File: config.mk
export PLATFORM = sky130hd
export DESIGN_NAME = prim_diff_decode_mc
export DESIGN_NICKNAME = d
export VERILOG_FILES = /design/src/rtl/prim_diff_pkg.sv /design/src/rtl/prim_diff_decode_chan.sv /design/src/rtl/prim_flop_2sync.sv /design/src/rtl/prim_diff_decode_mc.sv
export SDC_FILE = /design/constraint.sdc
export NUM_CORES = 1
export LEC_CHECK = 0
export CAP_MARGIN = 20
export CORE_AREA = 3 3 63 76
export CTS_CLUSTER_SIZE = 14
export DETAILED_ROUTE_END_ITERATION = 16
export DIE_AREA = 0 0 66 79
export GPL_TIMING_DRIVEN = 0
export PLACE_DENSITY = 0.76
export SKIP_LAST_GASP = 1
export SLEW_MARGIN = 20
export SYNTH_ARGS = -nofsm -noshare
export SYNTH_HDL_FRONTEND = slang
export SYNTH_SLANG_ARGS = --single-unit
export TNS_END_PERCENT = 20
File: constraint.sdc
create_clock -name clk_i -period 1.9 [get_ports clk_i]
set_input_delay 0.19 -clock clk_i [delete_from_list [all_inputs] [get_ports clk_i]]
set_output_delay 0.19 -clock clk_i [all_outputs]
set_load 0.01 [all_outputs]
File: src/rtl/prim_diff_pkg.sv
// Shared types and constants for the multi-channel differential decoder.
package prim_diff_pkg;

  // Width of the per-channel skew counter; MaxSkew never exceeds 3.
  localparam int unsigned SkewCntW = 2;

  // Per-channel decoder state.
  typedef enum logic [1:0] {
    IsStd    = 2'd0,
    IsSkewed = 2'd1,
    SigInt   = 2'd2
  } diff_state_e;

  // Synchronous inputs have no skew window: p and n arrive together.
  function automatic int unsigned eff_max_skew(input int unsigned sync_stages,
                                               input int unsigned max_skew);
    return (sync_stages == 0) ? 0 : max_skew;
  endfunction

endpackage

File: src/rtl/prim_diff_decode_chan.sv
// Single differential channel: input synchroniser, edge detect and the
// skew/integrity state machine. Outputs are combinational from the
// synchronised wires so the only latency is the synchroniser depth.
module prim_diff_decode_chan
  import prim_diff_pkg::*;
#(
  parameter int unsigned SyncStages = 2,
  parameter int unsigned MaxSkew    = 1
) (
  input  logic        clk_i,
  input  logic        rst_ni,
  input  logic        diff_pi,
  input  logic        diff_ni,
  output logic        level_o,
  output logic        rise_o,
  output logic        fall_o,
  output logic        sigint_o,
  output diff_state_e state_o
);

  localparam logic [SkewCntW-1:0] MaxSkewC = SkewCntW'(MaxSkew);
  localparam bit                  SkewEn   = (MaxSkew > 0);

  logic sp, sn;
  logic pq, nq;
  logic ok, ep, en;

  diff_state_e         state_q, state_d;
  logic [SkewCntW-1:0] cnt_q, cnt_d;
  logic                level_q, level_d;
  logic                rise, fall, sigint;

  if (SyncStages == 0) begin : gen_no_sync
    assign sp = diff_pi;
    assign sn = diff_ni;
  end else begin : gen_sync
    logic [1:0] sync2;
    // Reset value keeps the pair in the valid idle state p=0, n=1.
    prim_flop_2sync #(
      .Width      (2),
      .ResetValue (2'b10)
    ) u_sync (
      .clk_i  (clk_i),
      .rst_ni (rst_ni),
      .d_i    ({diff_ni, diff_pi}),
      .q_o    (sync2)
    );
    if (SyncStages == 3) begin : gen_stage3
      logic [1:0] sync3_q;
      // Optional third stage for slower-settling input paths.
      always_ff @(posedge clk_i or negedge rst_ni) begin
        if (!rst_ni) sync3_q <= 2'b10;
        else         sync3_q <= sync2;
      end
      assign {sn, sp} = sync3_q;
    end else begin : gen_stage2
      assign {sn, sp} = sync2;
    end
  end

  // One-cycle delayed copy of the synchronised pair for edge detection.
  always_ff @(posedge clk_i or negedge rst_ni) begin
    if (!rst_ni) begin
      pq <= 1'b0;
      nq <= 1'b1;
    end else begin
      pq <= sp;
      nq <= sn;
    end
  end

  assign ok = sp ^ sn;
  assign ep = sp ^ pq;
  assign en = sn ^ nq;

  // Next-state, level and pulse decode. Pulses are suppressed whenever
  // the channel reports an integrity error.
  always_comb begin
    state_d = state_q;
    cnt_d   = cnt_q;
    level_d = level_q;
    rise    = 1'b0;
    fall    = 1'b0;
    sigint  = 1'b0;
    case (state_q)
      IsStd: begin
        if (ok) begin
          level_d = sp;
          if (ep && en) begin
            rise = sp;
            fall = ~sp;
          end
        end else if ((ep || en) && SkewEn) begin
          state_d = IsSkewed;
          cnt_d   = SkewCntW'(1);
        end else begin
          state_d = SigInt;
          sigint  = 1'b1;
        end
      end
      IsSkewed: begin
        if (ok) begin
          state_d = IsStd;
          cnt_d   = '0;
          level_d = sp;
          // Only a real level change produces a pulse; a glitch that
          // returns to the held level is swallowed.
          rise    = sp & ~level_q;
          fall    = ~sp & level_q;
        end else if (cnt_q < MaxSkewC) begin
          cnt_d = cnt_q + SkewCntW'(1);
        end else begin
          state_d = SigInt;
          cnt_d   = '0;
          sigint  = 1'b1;
        end
      end
      SigInt: begin
        if (ok) begin
          state_d = IsStd;
          level_d = sp;
        end else begin
          sigint = 1'b1;
        end
      end
      default: begin
        state_d = IsStd;
        cnt_d   = '0;
      end
    endcase
  end

  // State, skew counter and held level registers.
  always_ff @(posedge clk_i or negedge rst_ni) begin
    if (!rst_ni) begin
      state_q <= IsStd;
      cnt_q   <= '0;
      level_q <= 1'b0;
    end else begin
      state_q <= state_d;
      cnt_q   <= cnt_d;
      level_q <= level_d;
    end
  end

  assign level_o  = level_d;
  assign rise_o   = rise;
  assign fall_o   = fall;
  assign sigint_o = sigint;
  assign state_o  = state_q;

endmodule

File: src/rtl/prim_flop_2sync.sv
// Two-flop synchroniser with a per-bit reset value.
module prim_flop_2sync #(
  parameter int unsigned           Width      = 16,
  parameter logic [Width-1:0]      ResetValue = '0
) (
  input  logic             clk_i,
  input  logic             rst_ni,
  input  logic [Width-1:0] d_i,
  output logic [Width-1:0] q_o
);

  logic [Width-1:0] stage1_q, stage2_q;

  // Two back-to-back flops to settle metastability on asynchronous inputs.
  always_ff @(posedge clk_i or negedge rst_ni) begin
    if (!rst_ni) begin
      stage1_q <= ResetValue;
      stage2_q <= ResetValue;
    end else begin
      stage1_q <= d_i;
      stage2_q <= stage1_q;
    end
  end

  assign q_o = stage2_q;

endmodule

File: src/rtl/prim_diff_decode_mc.sv
// Multi-channel differential decoder: NumChan independent channels plus
// a shared sticky integrity flag.
module prim_diff_decode_mc
  import prim_diff_pkg::*;
#(
  parameter int unsigned NumChan    = 4,
  parameter int unsigned SyncStages = 2,
  parameter int unsigned MaxSkew    = 1
) (
  input  logic               clk_i,
  input  logic               rst_ni,
  input  logic [NumChan-1:0] diff_pi,
  input  logic [NumChan-1:0] diff_ni,
  input  logic               sigint_clr_i,
  output logic [NumChan-1:0] level_o,
  output logic [NumChan-1:0] rise_o,
  output logic [NumChan-1:0] fall_o,
  output logic [NumChan-1:0] event_o,
  output logic [NumChan-1:0] sigint_o,
  output logic               sigint_any_o,
  output logic               sigint_sticky_o
);

  localparam int unsigned EffSkew = eff_max_skew(SyncStages, MaxSkew);

  if (!(SyncStages == 0 || SyncStages == 2 || SyncStages == 3) ||
      MaxSkew > 3 || NumChan < 1 || NumChan > 32) begin : gen_param_check
    $error("prim_diff_decode_mc: unsupported parameter combination");
  end

  // Per-channel state, kept visible for debug probing.
  diff_state_e unused_chan_state [NumChan];

  logic sticky_q;

  for (genvar i = 0; i < NumChan; i++) begin : gen_chan
    prim_diff_decode_chan #(
      .SyncStages (SyncStages),
      .MaxSkew    (EffSkew)
    ) u_chan (
      .clk_i    (clk_i),
      .rst_ni   (rst_ni),
      .diff_pi  (diff_pi[i]),
      .diff_ni  (diff_ni[i]),
      .level_o  (level_o[i]),
      .rise_o   (rise_o[i]),
      .fall_o   (fall_o[i]),
      .sigint_o (sigint_o[i]),
      .state_o  (unused_chan_state[i])
    );
  end

  assign event_o      = rise_o | fall_o;
  assign sigint_any_o = |sigint_o;

  // Sticky integrity flag; a new error wins over a clear in the same cycle.
  always_ff @(posedge clk_i or negedge rst_ni) begin
    if (!rst_ni)           sticky_q <= 1'b0;
    else if (sigint_any_o) sticky_q <= 1'b1;
    else if (sigint_clr_i) sticky_q <= 1'b0;
  end

  assign sigint_sticky_o = sticky_q;

endmodule

# After elaboration in Yosys (flattened, before gate mapping)
# Index checks and enable logic that the tools add are counted.
[word_totals] elab_cells=230 in_bits=11 output_inout_bits=22 register_bits=45
[op_classes] n_addsub=4 reduce_logical=26 n_mux=110 eq_ne=24 n_lt_le_gt_ge=4 bitwise=33
[ops] operator="2-to-1 mux 2 bit" n=36
[ops] operator="2-to-1 mux 1 bit" n=54
[ops] operator="case mux 2 bit (3 select lines)" n=8
[ops] operator="AND reduction 3 bit" n=8
[ops] operator="inequality test 2 x 1 -> 1 bit, second input constant" n=8
[ops] operator="case mux 1 bit (2 select lines)" n=8
[ops] operator="inequality test 3 x 2 -> 1 bit, second input constant" n=4
[ops] operator="NOT 1 bit" n=12
[ops] operator="case mux 1 bit (3 select lines)" n=4
[ops] operator="OR reduction 3 bit" n=4
[ops] operator="bitwise XOR 1 bit" n=12
[ops] operator="adder 2 x 1 -> 2 bit, second input constant" n=4
[ops] operator="bitwise AND 1 bit" n=8
[ops] operator="== test 2 x 1 -> 1 bit, second input constant" n=4
[ops] operator="== test 2 bit, second input constant" n=4
[ops] operator="zero test 2 bit" n=4
[ops] operator="less-than comparator 2 x 1 -> 1 bit, second input constant" n=4
[ops] operator="inequality test 2 bit, second input constant" n=4
[ops] operator="logical AND 1 bit" n=4
[ops] operator="logical OR 1 bit" n=4
[ops] operator="OR 4 bit" n=1
[ops] operator="OR reduction 4 bit" n=1
[ops] operator="nonzero test 2 bit" n=1

# Longest topological paths before layout
# Gate-level depths: netlist of the first run.
[depth] word_depth=7 ltp_mapped=6

# By module
# Synthesis of the first run repeated with hierarchy kept, for this count alone.
[unflattened] hier_cells=212 hier_area_um2=2457.4
[by_module_without_submodules] module="prim_diff_decode_chan at gen_chan[2].u_chan ..." cells_each=50 instances=2 seq_area_each_um2=176.4 area_each_um2=508.0
[by_module_without_submodules] module="prim_diff_decode_chan at gen_chan[0].u_chan ..." cells_each=44 instances=2 seq_area_each_um2=176.4 area_each_um2=479.2
[by_module_without_submodules] module="prim_flop_2sync" cells_each=4 instances=4 seq_area_each_um2=102.6 area_each_um2=102.6
[by_module_without_submodules] module="prim_diff_decode_mc" cells_each=8 instances=1 seq_area_each_um2=25.0 area_each_um2=72.6

# Least setup slack after synthesis of the first run
# No wires, ideal clock.
[synth_path] path_type="flip-flop to output port" from="register gen_chan[0].u_chan.gen_sync.u_sync.stage2_q[1]" to="output event_o[0]" path_buffers=1 required_ns=1.710 stages_incl_launch_ff=6 arrival_time_ns=1.504 slack_ns=0.206 path_cell_list="dfstp_2 buf_2 xor2_1 a21oi_1 a2111oi_0 or2_1"
[synth_via] elab_chain_len=6 word_cells_on_any_way=12 classes_between="mux (8); bitwise (3); reduce/logical (1)"
[synth_lines] item="start, declared" line_no="prim_flop_2sync.sv:12" rtl="logic [Width-1:0] stage1_q, stage2_q;"
[synth_lines] item="start signal, assigned" line_no="prim_flop_2sync.sv:18" rtl="stage2_q <= ResetValue;"
[synth_lines] item="start signal, assigned" line_no="prim_flop_2sync.sv:21" rtl="stage2_q <= stage1_q;"
[synth_lines] item="bitwise XOR 1 bit" line_no="prim_diff_decode_chan.sv:74" rtl="assign en = sn ^ nq;"
[synth_lines] item="logical AND 1 bit" line_no="prim_diff_decode_chan.sv:89" rtl="if (ep && en) begin"
[synth_lines] item="2-to-1 mux 1 bit" line_no="prim_diff_decode_chan.sv:89"
[synth_lines] item="2-to-1 mux 1 bit" line_no="prim_diff_decode_chan.sv:87" rtl="if (ok) begin"
[synth_lines] item="case mux 1 bit (2 select lines) *" line_no="prim_diff_decode_chan.sv:85" rtl="case (state_q)"
[synth_lines] item="named net gen_chan[0].u_chan.rise_o" line_no="prim_diff_decode_chan.sv:15" rtl="output logic rise_o,"
[synth_lines] item="OR 4 bit *" line_no="prim_diff_decode_mc.sv:53" rtl="assign event_o = rise_o | fall_o;"
[synth_lines] item="end, declared" line_no="prim_diff_decode_mc.sv:18" rtl="output logic [NumChan-1:0] event_o,"
# The timed path passes the listed nets; every way through them passes the cells marked *.

# Worst setup path after layout of the first run
[layout_path] from="register gen_chan[3].u_chan.gen_sync.u_sync.stage2_q[1]" to="output sigint_any_o"
[layout_via] elab_chain_len=6 word_cells_on_any_way=9 classes_between="mux (5); bitwise (2); reduce/logical (2)"
[layout_lines] item="start, declared" line_no="prim_flop_2sync.sv:12"
[layout_lines] item="start signal, assigned" line_no="prim_flop_2sync.sv:18"
[layout_lines] item="start signal, assigned" line_no="prim_flop_2sync.sv:21"
[layout_lines] item="bitwise XOR 1 bit" line_no="prim_diff_decode_chan.sv:74"
[layout_lines] item="logical OR 1 bit" line_no="prim_diff_decode_chan.sv:93" rtl="end else if ((ep || en) && SkewEn) begin"
[layout_lines] item="2-to-1 mux 1 bit" line_no="prim_diff_decode_chan.sv:93"
[layout_lines] item="2-to-1 mux 1 bit" line_no="prim_diff_decode_chan.sv:87"
[layout_lines] item="case mux 1 bit (3 select lines) *" line_no="prim_diff_decode_chan.sv:85"
[layout_lines] item="OR reduction 4 bit *" line_no="prim_diff_decode_mc.sv:54" rtl="assign sigint_any_o = |sigint_o;"
[layout_lines] item="end, declared" line_no="prim_diff_decode_mc.sv:20" rtl="output logic sigint_any_o,"
# Mark *: on every way between the ends. The rest lies on a longest branch, timed or not.

==> flow_summary_export.csv, run 1 <==
group,metric,value,unit
outcome,status,"finished, violations left",
outcome,failed_checks,"negative setup slack",
critical_path,cp_cell_sequence,"buf_6, xor2_4, a21oi_4, a22o_1, or3_1, buf_2",
min_path,hold_end,"gen_chan[1].u_chan.gen_sync.u_sync.stage1_q[1]",
finish,final_cells,316,
min_path,min-delay-start,"diff_ni[1]",
synthesis,synth-compound-area-share,16.4,%
min_path,hold_class,"in2reg",
floorplanning,start_util,53.3,%
critical_path,crit_required,1710,ps
synthesis,yosys-top-cells-count,"dfrtp_1, a21oi_1, inv_1",
clocking,clk-insertion-delay-late,300,ps
synthesis,synth_cell_types,40,
global_routing,grt_max_degree,33,
power,power_density,1060,nW/um2
synthesis,ys_async_sr_fraction,100,%
floorplanning,core,4040,um2
placement,finalWeightedCongestion,0.814,
min_path,hold_depth,1,
sta,maxSlewViolCount,0,
sta,finalHoldViolCount,0,
power,peakVddDrop,0.634,mV
floorplanning,die_w,66,um
global_routing,grt_pass1_wl,6910,um
clocking,numCtsBuffers,5,
floorplanning,rows,25,
finish,fill_cells,265,
power,leakage,1.32,nW
sta,rsz0062_at_grt,"yes",
critical_path,critPathMaxFanout,5,
synthesis,synth_adder_area_share,2.33,%
synthesis,synth_nets,219,
synthesis,synth_seq_cells,45,
synthesis,synth_top_area_share,38.4,%
sta,finalClockSkew,10.7,ps
placement,dp_hpwl,2590,um
clocking,cts_tree,"yes",
synthesis,synth_top_family_by_area,"compound AO/OA/AOI/OAI gates",
clocking,clockBufferDepth,2,
critical_path,critPathTopFamily,"flip-flops",
routing,first_pass_iters,4,
synthesis,synth-warning-count,0,
critical_path,r2r_end,"sigint_sticky_o",
critical_path,criticalPathCategory,"reg2out",
synthesis,syn_area_per_cell,10.5,um2
critical_path,slowest_stage,"dfstp_2",
sta,worst_slack,-250,ps
synthesis,synth_cells,204,
floorplanning,chipHeight,79,um
synthesis,synth.area.mux_share,0.931,%
critical_path,r2r-start,"gen_chan[3].u_chan.gen_sync.u_sync.q_o[1]",
sta,setup_tns,-3950,ps
clocking,cts.htree.levels,2,
sta,max_slew_margin,67.0,%
sta,finalSetupViolCount,20,
global_routing,grt-ovfl-total,0,
synthesis,synth_xor_area_share,4.89,%
finish,drive_above_1_share,42.4,%
placement,port_buffers,32,
routing,remaining_drc_errors,0,
synthesis,yosysMostFrequentCell,"dfrtp_1",
routing,drt-initial-drc-count,60,
synthesis,seq_area_frac_synth,53.1,%
floorplanning,pin_count,33,
critical_path,critPathCaptureType,"primary output",
finish,fin_util,76.9,%
sta,tightestPinTransition,482,ps
critical_path,critPathArrivalTime,1960,ps
critical_path,reg2reg_depth,5,
synthesis,yosys.area_share.simple,12.7,%
placement,place_inst,291,
sta,period_needed,2150,ps
global_routing,grt_pass1_vias,1532,
routing,drt-total-wl,4120,um
placement,pre_cts_ws,-428,ps
sta,post-route-period-util,113,%
clocking,path_clk_slew,90,ps
routing,antenna_left,0,
synthesis,synth_flop_cell,"dfrtp_1",
critical_path,crit_path_max_incr_delay,600,ps
routing,via_per_inst,5.09,
global_routing,antenna_found_initial,0,
clocking,clockRootBuffer,"clkbuf_8",
critical_path,cp-start-kind,"flop",
sta,clock.fmax,465,MHz
job,drv_cap,0,
clocking,cts_sinks,45,
floorplanning,die_area,5210,um2
synthesis,synth-edff-count,0,
global_routing,track_usage,17.4,%
finish,areaGrowthSynthToFinish,44.3,%
critical_path,reg2reg_setup_slack,100,ps
synthesis,yosys-top-cells-area,"dfrtp_1, dfstp_2, buf_4",
routing,wl_per_cell,13.0,um
finish,diodes,0,
routing,vias,1610,
synthesis,synthesis.area,2150,um2
synthesis,yosys.area.top_type,"dfrtp_1",
critical_path,crit_buf_inv,2,
finish,nets,276,
[where the power goes]
| part | leakage, nW | internal, mW | switching, mW |
|---|---|---|---|
| logic | 0.757 | 0.691 | 0.683 |
| registers | 0.520 | 1.14 | 0.188 |
| clock network | 0.0447 | 0.265 | 0.334 |
| total | 1.32 | 2.10 | 1.20 |
[state kept, by name (all words and copies together), names as in the netlist]
signal	count
sigint_sticky_o	1
gen_chan.u_chan.nq	4
gen_chan.u_chan.gen_sync.u_sync.stage1_q	8
gen_chan.u_chan.cnt_q	8
gen_chan.u_chan.state_o	8
gen_chan.u_chan.level_q	4
gen_chan.u_chan.gen_sync.u_sync.q_o	8
gen_chan.u_chan.pq	4
[worst max path at each step]
stage	slack, ps	to	from	cells after the start
global route	-350	event_o[2]	gen_chan[2].u_chan.gen_sync.u_sync.q_o[1]	5
CTS	-230	sigint_any_o	gen_chan[1].u_chan.gen_sync.u_sync.q_o[1]	5
detailed placement	-430	rise_o[0]	gen_chan[0].u_chan.gen_sync.u_sync.q_o[1]	6
global placement	-540	gen_chan[2].u_chan.level_q	rst_ni	1
finish	-250	sigint_any_o	gen_chan[3].u_chan.gen_sync.u_sync.q_o[1]	6
floorplan	210	event_o[0]	gen_chan[0].u_chan.gen_sync.u_sync.q_o[1]	5
[stage by stage]
step           hold slack [ps]  power, mW  area (um2)
2_1_floorplan             -106       2.01        2150
3_3_place_gp               333       2.39        2540
3_5_place_dp               108       2.44        2550
4_1_cts                    279       3.24        3000
5_1_grt                    277       3.56        3100
6_report                   287       3.30        3100
[cells in the final DEF, fill, tap and decap left out, types with 7 or more instances in the layout]
cell type	Yosys	routed
a21oi_1	17	11
dfrtp_1	33	28
clkdlybuf4s50_1	0	13
inv_1	17	17
o21ai_0	8	8
buf_2	2	7
nand2_1	10	10
dfstp_2	12	12
nand2b_1	7	7
buf_4	16	31
nor2_1	7	7
[kinds of logic after synthesis]
kind of cell	Yosys count
flops	45
fa+ha+maj	4
xor+xnor	12
compound gates	53
simple gates	49
buf+inv	39
mux	2
[area by class of cell]
type / count / area, um2 / area share (%)
clock inverter: 3 / 25.0 / 0.806
inverter: 17 / 63.8 / 2.06
multi-input combinational: 120 / 1110 / 35.8
buffer: 21 / 156 / 5.04
timing repair buffer: 51 / 464 / 15.0
clock buffer: 5 / 68.8 / 2.22
sequential: 45 / 1150 / 37.0
tap: 54 / 67.6 / 2.18
[worst reg2reg max path: stages (launching register included)]
cell	delay (ps)
dfstp_2	600
buf_6	150
xor2_4	190
a21oi_4	50
a22o_1	240
or4_1	460
[routing by layer]
metal / wire (um) / share of wire [%] / up-vias / GRT usage (%)
li1: - / - / 793 / -
met1: 1740 / 42 / 775 / 21.3
met2: 2140 / 52 / 33 / 29.7
met3: 141 / 3.4 / 9 / 3.96
met4: 89 / 2.2 / 0 / 6.71
met5: 0 / 0 / - / 0
[timing repair]
item | CTS | global route
hold endpoints to repair | 10 | 0
pin swaps | 25 | 4
buffers inserted | 15 | 2
resized for setup | 105 | 12
hold buffers | 1 | 0
setup endpoints to repair | 21 | 21
No activity file was read; power rests on OpenSTA's default activity.
==> run 2: changes to the inputs <==
- ABC_AREA: default -> 0
==> results of run 2 <==
No change in the layout: final DEF, timing and power equal those of run 1.
==> run 3: changes to the inputs <==
- CORE_AREA: 3 3 63 76 -> 5 5 65 78
- DIE_AREA: 0 0 66 79 -> 0 0 70 83
==> run 3 against run 2 <==
The run still ends with negative setup slack left. Routed wire length up 3.5%. Clock power increased by 3.7%. Sequential power about the same. Via count increased by 1.2%. Final cell count shrank 0.32%. Register-to-register slack worse by 270 ps. Combinational power increased by 3%. Maximum frequency is 2.6% lower. Hold slack got worse by 4.6 ps. Sequential share of layout area is 0.67 points higher.
==> flow_summary_export.csv, run 3 (synthesis gave the netlist of run 1 again) <==
group,metric,value,unit
outcome,status,"finished, violations left",
outcome,failed_checks,"negative setup slack",
sta,setup_tns,-4700,ps
routing,remaining_drc_errors,0,
placement,pre_cts_ws,-433,ps
critical_path,slowest_stage,"dfstp_2",
min_path,hold_depth,1,
sta,finalSetupViolCount,22,
placement,placed_area,2560,um2
sta,clock.fmax,453,MHz
critical_path,critPathCaptureType,"primary output",
sta,rsz0062_at_grt,"yes",
finish,nets,273,
sta,post-route-period-util,116,%
power,peakVddDrop,0.699,mV
sta,max_slew_margin,67.5,%
critical_path,crit_required,1710,ps
sta,worst_slack,-307,ps
finish,areaGrowthSynthToFinish,41.6,%
clocking,cts_sinks,45,
finish,drive_above_1_share,37.5,%
clocking,path_clk_slew,90,ps
sta,tightestPinTransition,475,ps
floorplanning,die_w,70,um
job,drv_cap,0,
floorplanning,start_util,50.9,%
global_routing,grt-ovfl-total,0,
power,power_density,1110,nW/um2
clocking,clockRootBuffer,"clkbuf_8",
finish,mostFrequentLayoutCells,"buf_4, dfrtp_1, inv_1",
sta,maxSlewViolCount,0,
sta,finalHoldViolCount,0,
global_routing,grt_max_degree,30,
global_routing,grt_pass1_vias,1584,
finish,design_area,3050,um2
sta,holdWs,282,ps
power,leakage,1.32,nW
critical_path,r2r-start,"gen_chan[3].u_chan.gen_sync.u_sync.q_o[1]",
placement,place_inst,293,
critical_path,critPathTopFamily,"flip-flops",
clocking,clockBufferDepth,2,
critical_path,cp-start-kind,"flop",
placement,dp_hpwl,2610,um
routing,vias,1629,
floorplanning,core,4230,um2
critical_path,crit_path_max_incr_delay,580,ps
critical_path,cp_cell_sequence,"buf_4, xor2_4, a21oi_4, a22o_1, or3_1, buf_2",
routing,drt-initial-drc-count,110,
global_routing,antenna_found_initial,0,
routing,drt-total-wl,4260,um
placement,port_buffers,32,
routing,first_pass_iters,4,
finish,final_cells,315,
floorplanning,chipHeight,83,um
routing,antenna_left,0,
finish,fill_cells,296,
routing,wl_per_cell,13.5,um
placement,finalWeightedCongestion,0.736,
critical_path,reg2reg_depth,7,
global_routing,grt_pass1_wl,6920,um
critical_path,critPathArrivalTime,2020,ps
critical_path,crit_buf_inv,2,
clocking,numCtsBuffers,5,
floorplanning,rows,26,
floorplanning,pin_count,33,
clocking,cts.htree.levels,2,
clocking,clk-insertion-delay-late,300,ps
global_routing,track_usage,14.7,%
critical_path,cp.depth,6,
sta,period_needed,2210,ps
power,finalPower,3.38,mW
sta,finalClockSkew,5.67,ps
finish,fin_util,72.0,%
clocking,cts_tree,"yes",
routing,via_per_inst,5.17,
critical_path,criticalPathCategory,"reg2out",
critical_path,startpoint,"gen_chan[3].u_chan.gen_sync.u_sync.q_o[1]",
critical_path,critPathMaxFanout,4,
floorplanning,die_area,5810,um2
min_path,hold_class,"in2reg",
min_path,min-delay-start,"diff_ni[1]",
finish,diodes,0,
-- run 3: worst reg2reg max path, delay by kind of cell (launching register included) --
family          cells  cell delay [ps]
compound gates      2              330
buf+inv             3              430
simple gates        1              450
flops               1              580
xor+xnor            1              180
-- run 3: layer usage --
layer / routed length [um] / up-vias / track usage [%] / share of wire, %
li1: - / 784 / - / -
met1: 1710 / 800 / 16.6 / 40
met2: 2280 / 35 / 25.7 / 53
met3: 164 / 10 / 3.38 / 3.8
met4: 106 / 0 / 7.14 / 2.5
met5: 0 / - / 0 / 0
-- run 3: path summary, 6_finish.rpt --
kind / slack [ps] / to
max in group asynchronous: 1020 / gen_chan[0].u_chan.gen_sync.u_sync.q_o[1]
worst max register to register: -170 / sigint_sticky_o
worst min register to register: 350 / gen_chan[1].u_chan.gen_sync.u_sync.q_o[0]
min in group asynchronous: 340 / gen_chan[3].u_chan.cnt_q[0]
worst min-delay path: 280 / gen_chan[1].u_chan.gen_sync.u_sync.stage1_q[1]
worst max-delay path: -310 / sigint_any_o
-- run 3: power breakdown --
part	total, mW	switching (mW)	internal, mW
combinational	1.41	0.707	0.706
clock	0.621	0.348	0.273
sequential	1.34	0.201	1.14
total	3.38	1.26	2.12
-- run 3: layout make-up --
| class | instances | area (um2) | share of cell area, % |
|---|---|---|---|
| flip-flops and latches | 45 | 1150 | 37.6 |
| multi-input cells | 120 | 1090 | 35.8 |
| repair buffers | 49 | 437 | 14.3 |
| plain buffers | 20 | 144 | 4.72 |
| well taps | 56 | 70.1 | 2.30 |
| clock buffers | 5 | 68.8 | 2.26 |
| inverters | 17 | 63.8 | 2.10 |
| clock inverters | 3 | 26.3 | 0.863 |
-- run 3: repair_timing --
action | CTS | global route
gates resized for setup | 74 | 18
setup buffers | 10 | 5
hold endpoints to repair | 12 | 0
pin swaps | 20 | 7
hold buffers | 1 | 0
endpoints found under the setup margin | 21 | 22
cloned | 0 | 0
